--- src/rtl/proc_gen.sv ---
// Simple multi-cycle processor: eight general registers, one ALU, one shared bus.
// Each instruction runs in T0..T3 under a two-process FSM; Done marks its last step.
module proc_gen #(
  parameter int unsigned N = 16
) (
  input  logic         Clock,
  input  logic         Resetn,
  input  logic [N-1:0] DIN,
  input  logic         Run,
  output logic         Done,
  output logic [N-1:0] BusWires,
  output logic         Z
);

  typedef enum logic [1:0] {StT0, StT1, StT2, StT3} state_e;
  typedef enum logic [2:0] {
    OpMv, OpMvi, OpAdd, OpSub, OpAnd, OpXor, OpMvnz, OpNop
  } op_e;

  state_e         state_q, state_d;
  logic [8:0]     ir_q;
  logic [N-1:0]   r_q [8];
  logic [N-1:0]   a_q, g_q, alu_res;
  logic           z_q;
  op_e            op;
  logic [2:0]     rx, ry;

  logic           ir_en, a_en, g_en, g_sel, din_sel;
  logic [7:0]     r_en, r_sel;

  assign op = op_e'(ir_q[8:6]);
  assign rx = ir_q[5:3];
  assign ry = ir_q[2:0];
  assign Z  = z_q;

  always_comb begin
    state_d = state_q;
    Done    = 1'b0;
    ir_en   = 1'b0;
    a_en    = 1'b0;
    g_en    = 1'b0;
    g_sel   = 1'b0;
    din_sel = 1'b0;
    r_en    = 8'b0;
    r_sel   = 8'b0;
    unique case (state_q)
      StT0: begin
        if (Run) begin
          ir_en   = 1'b1;
          state_d = StT1;
        end
      end
      StT1: begin
        unique case (op)
          OpMv: begin
            r_sel   = 8'b1 << ry;
            r_en    = 8'b1 << rx;
            Done    = 1'b1;
            state_d = StT0;
          end
          OpMvi: begin
            din_sel = 1'b1;
            r_en    = 8'b1 << rx;
            Done    = 1'b1;
            state_d = StT0;
          end
          OpMvnz: begin
            r_sel   = 8'b1 << ry;
            // Z is the flag left by the most recent ALU instruction
            if (!z_q) r_en = 8'b1 << rx;
            Done    = 1'b1;
            state_d = StT0;
          end
          OpNop: begin
            Done    = 1'b1;
            state_d = StT0;
          end
          default: begin
            r_sel   = 8'b1 << rx;
            a_en    = 1'b1;
            state_d = StT2;
          end
        endcase
      end
      StT2: begin
        r_sel   = 8'b1 << ry;
        g_en    = 1'b1;
        state_d = StT3;
      end
      StT3: begin
        g_sel   = 1'b1;
        r_en    = 8'b1 << rx;
        Done    = 1'b1;
        state_d = StT0;
      end
      default: state_d = StT0;
    endcase
  end

  // AND-OR bus mux; DIN is also the idle value when nothing is selected.
  always_comb begin
    BusWires = '0;
    for (int i = 0; i < 8; i++) begin
      if (r_sel[i]) BusWires = BusWires | r_q[i];
    end
    if (g_sel) BusWires = BusWires | g_q;
    if (din_sel || (r_sel == 8'b0 && !g_sel)) BusWires = BusWires | DIN;
  end

  always_comb begin
    unique case (op)
      OpAdd:   alu_res = a_q + BusWires;
      OpSub:   alu_res = a_q - BusWires;
      OpAnd:   alu_res = a_q & BusWires;
      OpXor:   alu_res = a_q ^ BusWires;
      default: alu_res = a_q;
    endcase
  end

  always_ff @(posedge Clock or negedge Resetn) begin
    if (!Resetn) begin
      state_q <= StT0;
      ir_q    <= '0;
      a_q     <= '0;
      g_q     <= '0;
      z_q     <= 1'b0;
      for (int i = 0; i < 8; i++) r_q[i] <= '0;
    end else begin
      state_q <= state_d;
      if (ir_en) ir_q <= DIN[N-1:N-9];
      if (a_en)  a_q  <= BusWires;
      if (g_en) begin
        g_q <= alu_res;
        z_q <= (alu_res == '0);
      end
      for (int i = 0; i < 8; i++) begin
        if (r_en[i]) r_q[i] <= BusWires;
      end
    end
  end

endmodule

--- config.mk ---
export PLATFORM = sky130hd
export DESIGN_NAME = proc_gen
export DESIGN_NICKNAME = d
export VERILOG_FILES = /design/src/rtl/proc_gen.sv
export SDC_FILE = /design/constraint.sdc
export NUM_CORES = 1
export LEC_CHECK = 0
export CORE_MARGIN = 4
export CORE_UTILIZATION = 35
export CTS_BUF_LIST = sky130_fd_sc_hd__clkbuf_8
export DETAILED_ROUTE_END_ITERATION = 8
export PLACE_DENSITY_LB_ADDON = 0.05
export RECOVER_POWER = 25
export SYNTH_ARGS = -nofsm -noshare
export SYNTH_HDL_FRONTEND = slang
export SYNTH_SLANG_ARGS = --single-unit
--- constraint.sdc ---
create_clock -name Clock -period 8.4 [get_ports Clock]
set_input_delay 1.68 -clock Clock [delete_from_list [all_inputs] [get_ports Clock]]
set_output_delay 1.68 -clock Clock [all_outputs]
set_load 0.01 [all_outputs]
# Word-level counts from Yosys, hierarchy flattened
# Index checks and enable logic that the tools add are counted.
totals:
  ff_bits: 172
op_classes:
  n_bitwise: 11
  n_reduce_logical: 11
  shifts: 2
  n_mux: 29
  add_sub_neg: 2
  eq_ne: 11
ops:
  columns: ["operator", "count"]
  rows:
  - ["2-to-1 mux 16 bit", 10]
  - ["OR 16 bit", 9]
  - ["one-hot mux 16 bit (4 select lines)", 1]
  - ["one-hot mux 8 bit (2 select lines)", 4]
  - ["adder 16 bit", 1]
  - ["bitwise AND 16 bit", 1]
  - ["zero test 16 bit", 1]
  - ["left shift 1 x 3 -> 8 bit (first input constant)", 2]
  - ["subtractor 16 bit", 1]
  - ["bitwise XOR 16 bit", 1]
  - ["equality test 3 bit (second input constant)", 4]
  - ["2-to-1 mux 1 bit", 9]
  - ["zero test 8 bit", 1]
  - ["2-to-1 mux 8 bit", 1]
  - ["one-hot mux 2 bit (4 select lines)", 1]
  - ["equality test 3 x 2 -> 1 bit (second input constant)", 2]
  - ["OR reduction 2 bit", 3]
  - ["equality test 2 bit (second input constant)", 2]
  - ["2-to-1 mux 2 bit", 2]
  - ["OR reduction 4 bit", 1]
  - ["equality test 3 x 1 -> 1 bit (second input constant)", 1]
  - ["zero test 3 bit", 1]
  - ["equality test 2 x 1 -> 1 bit (second input constant)", 1]
  - ["zero test 2 bit", 1]
  - ["other kinds (5)", 5]

# Depth between registers and ports, before layout
depth:
  word_depth: 26
  mapped_depth: 29
  mapped_depth_nobuf: 26

# Worst setup path before layout
# Ideal clock, no wire load.
synth_path:
  path_type: "input to register"
  start: "input port DIN[0]"
  end: "register z_q (netlist: Z)"
  cell_stages: 21
  t_arrival_ns: 5.943
  required_time_ns: 8.305
  path_slack_ns: 2.361
  setup_time_ns: 0.095
  path_cell_list: "a22o_1 > a31o_2 > a2111oi_0 > o2111a_1 > clkbuf_1 > ha_1 > nand3_1 > nor2_1 > nand2_1 > o21ai_0 > xnor2_1 > ha_1 > a2111oi_0 > inv_1 > o41ai_1 > o21ai_0 > a21o_1 > a21oi_1 > xnor2_1 > o211ai_2 > o31ai_1"
synth_via:
  elab_chain_len: 5
  elab_cells_between_ends: 8
synth_lines:
  columns: ["element", "line", "rtl"]
  rows:
  - ["start: declaration", "8", "input logic [N-1:0] DIN,"]
  - ["OR 16 bit *", "107", "if (din_sel || (r_sel == 8'b0 && !g_sel)) BusWires = BusWires | DIN;"]
  - ["2-to-1 mux 16 bit *", "107", null]
  - ["subtractor 16 bit, or another cell as far along", "113", "OpSub: alu_res = a_q - BusWires;"]
  - ["one-hot mux 16 bit (4 select lines) *", "111", "unique case (op)"]
  - ["zero test 16 bit *", "134", "z_q <= (alu_res == '0);"]
  - ["end signal: assignment", "134", null]
  - ["end: declaration", "24", "logic z_q;"]
# Mark *: on every way between the ends. The rest lies on a longest branch, timed or not.
# A chain may end at the register's enable or synchronous reset.

# Worst setup path after layout
layout_path:
  start: "register state_q[0]"
  end: "register z_q (netlist: Z)"
layout_via:
  elab_chain_len: 24
  elab_cells_between_ends: 36
layout_lines:
  columns: ["element", "line", "rtl"]
  rows:
  - ["start: declaration", "20", "state_e state_q, state_d;"]
  - ["start signal: assignment", "122", "state_q <= StT0;"]
  - ["start signal: assignment", "129", "state_q <= state_d;"]
  - ["equality test 2 bit or equality test 2 x 1 -> 1 bit (tied branches)", "46", "unique case (state_q)"]
  - ["one-hot mux 8 bit (2 select lines)", "46", null]
  - ["2-to-1 mux 16 bit", "104", "if (r_sel[i]) BusWires = BusWires | r_q[i];"]
  - ["OR 16 bit", "104", null]
  - ["2-to-1 mux 16 bit", "104", null]
  - ["OR 16 bit", "104", null]
  - ["2-to-1 mux 16 bit", "104", null]
  - ["OR 16 bit", "104", null]
  - ["(+8 left out)", null, null]
  - ["2-to-1 mux 16 bit", "104", null]
  - ["OR 16 bit", "106", "if (g_sel) BusWires = BusWires | g_q;"]
  - ["2-to-1 mux 16 bit", "106", null]
  - ["OR 16 bit", "107", null]
  - ["2-to-1 mux 16 bit", "107", null]
  - ["subtractor 16 bit, or another cell as far along", "113", null]
  - ["one-hot mux 16 bit (4 select lines)", "111", null]
  - ["zero test 16 bit", "134", null]
# Parallel ways exist; a longest one is shown, timed or not.

==> impl_metrics.py <==
metrics = {
    "clocking": {
        "cts.sinks": 172,
        "cts-root-buf": "clkbuf_8",
        "ctsHtreeMaxLevel": 4,
        "cts_made_buffers": 17,
        "clk-insertion-delay-late_ns": 0.49,
        "cts_resized": 0,
        "cts_tree": "done",
        "postCtsSetupBuffers": 0,
        "ctsHoldBuffers": 0,
        "cts_buffer_depth": 2,
        "clk_pin_slew_ns": 0.11,
    },
    "global_routing": {
        "grt_pass1_wl_um": 60100,
        "gr-usage-met2_pct": 37.9,
        "grt_max_degree": 72,
        "gr-usage-met3_pct": 5.05,
        "gr-total-overflow": 0,
        "grt-busiest-layer": "met2",
        "antenna_found_initial": 1,
        "track_usage_pct": 24.1,
        "grt_pass1_vias": 9114,
        "met1_usage_pct": 33.6,
    },
    "sta": {
        "period_share_pct": 81.7,
        "slew_headroom_pct": -182,
        "min_period_ns": 6.86,
        "fmax_ghz": 0.146,
        "setup_tns_ns": 0,
        "drv_slew": 118,
        "worstMarginPinSlew_ns": 4.23,
        "setup_viol": 0,
        "rsz0062_at_grt": "false",
        "hold_violations": 0,
        "finalClockSkew_ns": 0.0149,
    },
    "critical_path": {
        "crit_arrival_ns": 7.27,
        "r2r-start": "state_q[0]$_DFFE_PN0P_",
        "timing.rr.end": "Z$_DFFE_PN0N_",
        "crit_start": "state_q[0]$_DFFE_PN0P_",
        "worst_setup_path_end_kind": "flip-flop",
        "crit_type": "reg2reg",
        "path_max_fanout": 16,
        "r2r_setup_slack_ns": 1.54,
        "crit_path_end": "Z$_DFFE_PN0N_",
        "reg2reg_depth": 23,
        "cp.required_ns": 8.80,
        "startpoint_type": "flip-flop",
    },
    "synth": {
        "synth_compound_area_share_pct": 23.4,
        "yosysTopAreaCell": "dfrtp_1",
        "ys_seq_elements": 172,
        "ys_top_cells_by_area": "dfrtp_1 41%, o21ai_0 5.4%, nand2_1 4.6%, a21oi_1 4.3%, ha_1 4.3%",
        "yosysSeqAreaShare_pct": 40.7,
        "synth_common_cells": "172 x dfrtp_1, 131 x nand2_1, 114 x o21ai_0",
        "synth_top_area_share_pct": 40.7,
        "synthArstFlopShare_pct": 100,
        "synth_top_family_by_area": "compound AO/OA/AOI/OAI gates",
        "synth_edf_count": 0,
        "yosysWarnings": 0,
        "syn-num-nets": 1244,
        "synth_area_mm2": 0.0106,
        "ys_types": 72,
        "synth-simple-area-share_pct": 16.2,
        "post-synth-top-count-cell": "dfrtp_1",
        "synthMuxAreaShare_pct": 8.10,
        "synth_xor_area_share_pct": 2.23,
        "synthAdderAreaFrac_pct": 4.44,
        "synthFlopType": "dfrtp_1",
        "avgSynthCellArea_um2": 8.91,
        "synthesis.instances": 1188,
    },
    "layout": {
        "drive_above_1_share_pct": 11.7,
        "fillers": 3019,
        "layout.nets": 1254,
        "syn_to_final_growth_pct": 12.3,
        "diodes": 0,
    },
    "status": {
        "outcome": "finished, violations left",
        "violations": "max-capacitance violations, max-slew violations",
    },
    "routing": {
        "totalWireLength_um": 40000,
        "avgRoutedWirePerCell_um": 25.0,
        "via_per_inst": 5.80,
        "drt-initial-drc-count": 906,
        "dr.pass1.iters": 6,
        "num_vias": 9290,
        "drtAntennaViolNets": 0,
        "drcViolationCount": 0,
    },
    "placement": {
        "io_buffers": 36,
        "gp_congestion": 0.878,
        "post-dp-hpwl_um": 28100,
    },
    "floorplanning": {
        "std_cell_rows": 63,
        "die_h_um": 182,
        "boundaryPins": 37,
        "die_w_um": 182,
        "die_area_mm2": 0.0331,
        "coreArea_mm2": 0.0297,
        "start_util_pct": 35.6,
    },
    "job": {
        "maxCapViolCount": 2,
    },
    "min_path": {
        "hold_path_class": "reg2reg",
    },
}
==> logic make-up after synthesis <==
| family | count (synthesis) |
|---|---|
| and+or+nand+nor | 366 |
| DFF | 172 |
| AOI/OAI and AO/OA | 381 |
| buffers and inverters | 128 |
| muxes | 77 |
| xor gates and xnor gates | 27 |
| adders and majority gates | 37 |
==> layout by cell type (no fill, tap or decap), types with 5 or more instances in the layout <==
cell type / n
a31oi_1: 13
inv_6: 6
nand2b_1: 9
xor2_1: 6
o21ai_0: 114
a41oi_1: 5
a222oi_1: 9
nand2_1: 131
a22oi_1: 46
a21o_1: 9
nor2b_1: 10
o211ai_1: 5
xnor2_1: 20
nor2_1: 102
and3_1: 8
dfrtp_1: 171
a22o_1: 18
mux2i_1: 44
nand3_1: 37
inv_1: 32
mux2_2: 29
clkbuf_8: 17
a211oi_1: 5
a2111oi_0: 5
a32oi_1: 5
ha_1: 36
nor3_1: 10
and2_1: 14
nand4_1: 8
a2111oi_2: 5
a21oi_1: 92
o21a_1: 6
clkdlybuf4s50_1: 34
buf_4: 50
a221oi_1: 9
==> routing by layer <==
layer / wire length (µm) / vias to the layer above
met3: 2760 / 64
met5: 0 / -
met4: 1090 / 0
met1: 17900 / 4523
li1: - / 4354
met2: 18300 / 349
==> final cells by class <==
type	instances	area, µm²	area share (%)
clock inverter	15	169	1.42
timing repair buffer	87	733	6.17
clock buffer	17	234	1.97
inverter	32	120	1.01
multi-input combinational	888	5840	49.1
sequential	172	4310	36.2
tap	390	488	4.10
==> state kept, by name (all words and copies together) (netlist names), named ones only <==
signal   cells
g_q         16
ir_q         9
a_q         16
Z            1
state_q      1
r_q        128
==> how the worst min path moves through the flow <==
stage | from | end | slack (ns) | depth (start not counted)
5_1_grt | r_q[44]$_DFFE_PN0P_ | r_q[44]$_DFFE_PN0P_ | 0.53 | 2
3_3_place_gp | r_q[44]$_DFFE_PN0P_ | r_q[44]$_DFFE_PN0P_ | 0.46 | 2
3_5_place_dp | r_q[44]$_DFFE_PN0P_ | r_q[44]$_DFFE_PN0P_ | 0.47 | 2
2_1_floorplan | r_q[16]$_DFFE_PN0P_ | r_q[16]$_DFFE_PN0P_ | 0.45 | 2
4_1_cts | r_q[44]$_DFFE_PN0P_ | r_q[44]$_DFFE_PN0P_ | 0.50 | 2
6_report | r_q[44]$_DFFE_PN0P_ | r_q[44]$_DFFE_PN0P_ | 0.49 | 2
==> critical path, stage by stage (launching register included) <==
cell	delay, ns
dfrtp_1	0.38
inv_1	0.09
ha_1	0.54
buf_4	0.32
nand2b_1	0.22
nor2_1	0.08
buf_4	0.19
a22o_1	0.23
a32oi_1	0.21
nand3_1	0.11
a221oi_1	0.98
buf_4	0.31
nand2_1	0.09
o21ai_0	0.21
xnor2_1	0.15
ha_1	0.29
a2111oi_0	0.61
inv_1	0.11
o41ai_1	0.50
o21ai_0	0.24
xnor2_1	0.19
o221ai_1	0.15
or3_1	0.38
o31ai_1	0.19
==> metrics by stage <==
stage / hold slack [ns] / worst slack [ns] / cells / cell area, µm² / util, %
finish: 0.490 / 1.54 / 1601 / 11900 / 40.0
global route: 0.533 / 0.770 / 1601 / 11900 / 40.0
CTS: 0.496 / 1.54 / 1601 / 11900 / 40.1
detailed placement: 0.471 / 1.29 / 1569 / 11500 / 38.7
global placement: 0.464 / 1.29 / 1569 / 11500 / 38.7
floorplan: 0.446 / 2.36 / 1188 / 10600 / -
Power is not shown: default switching activity piles up to over one toggle a cycle in this logic, so the estimate is an artifact.
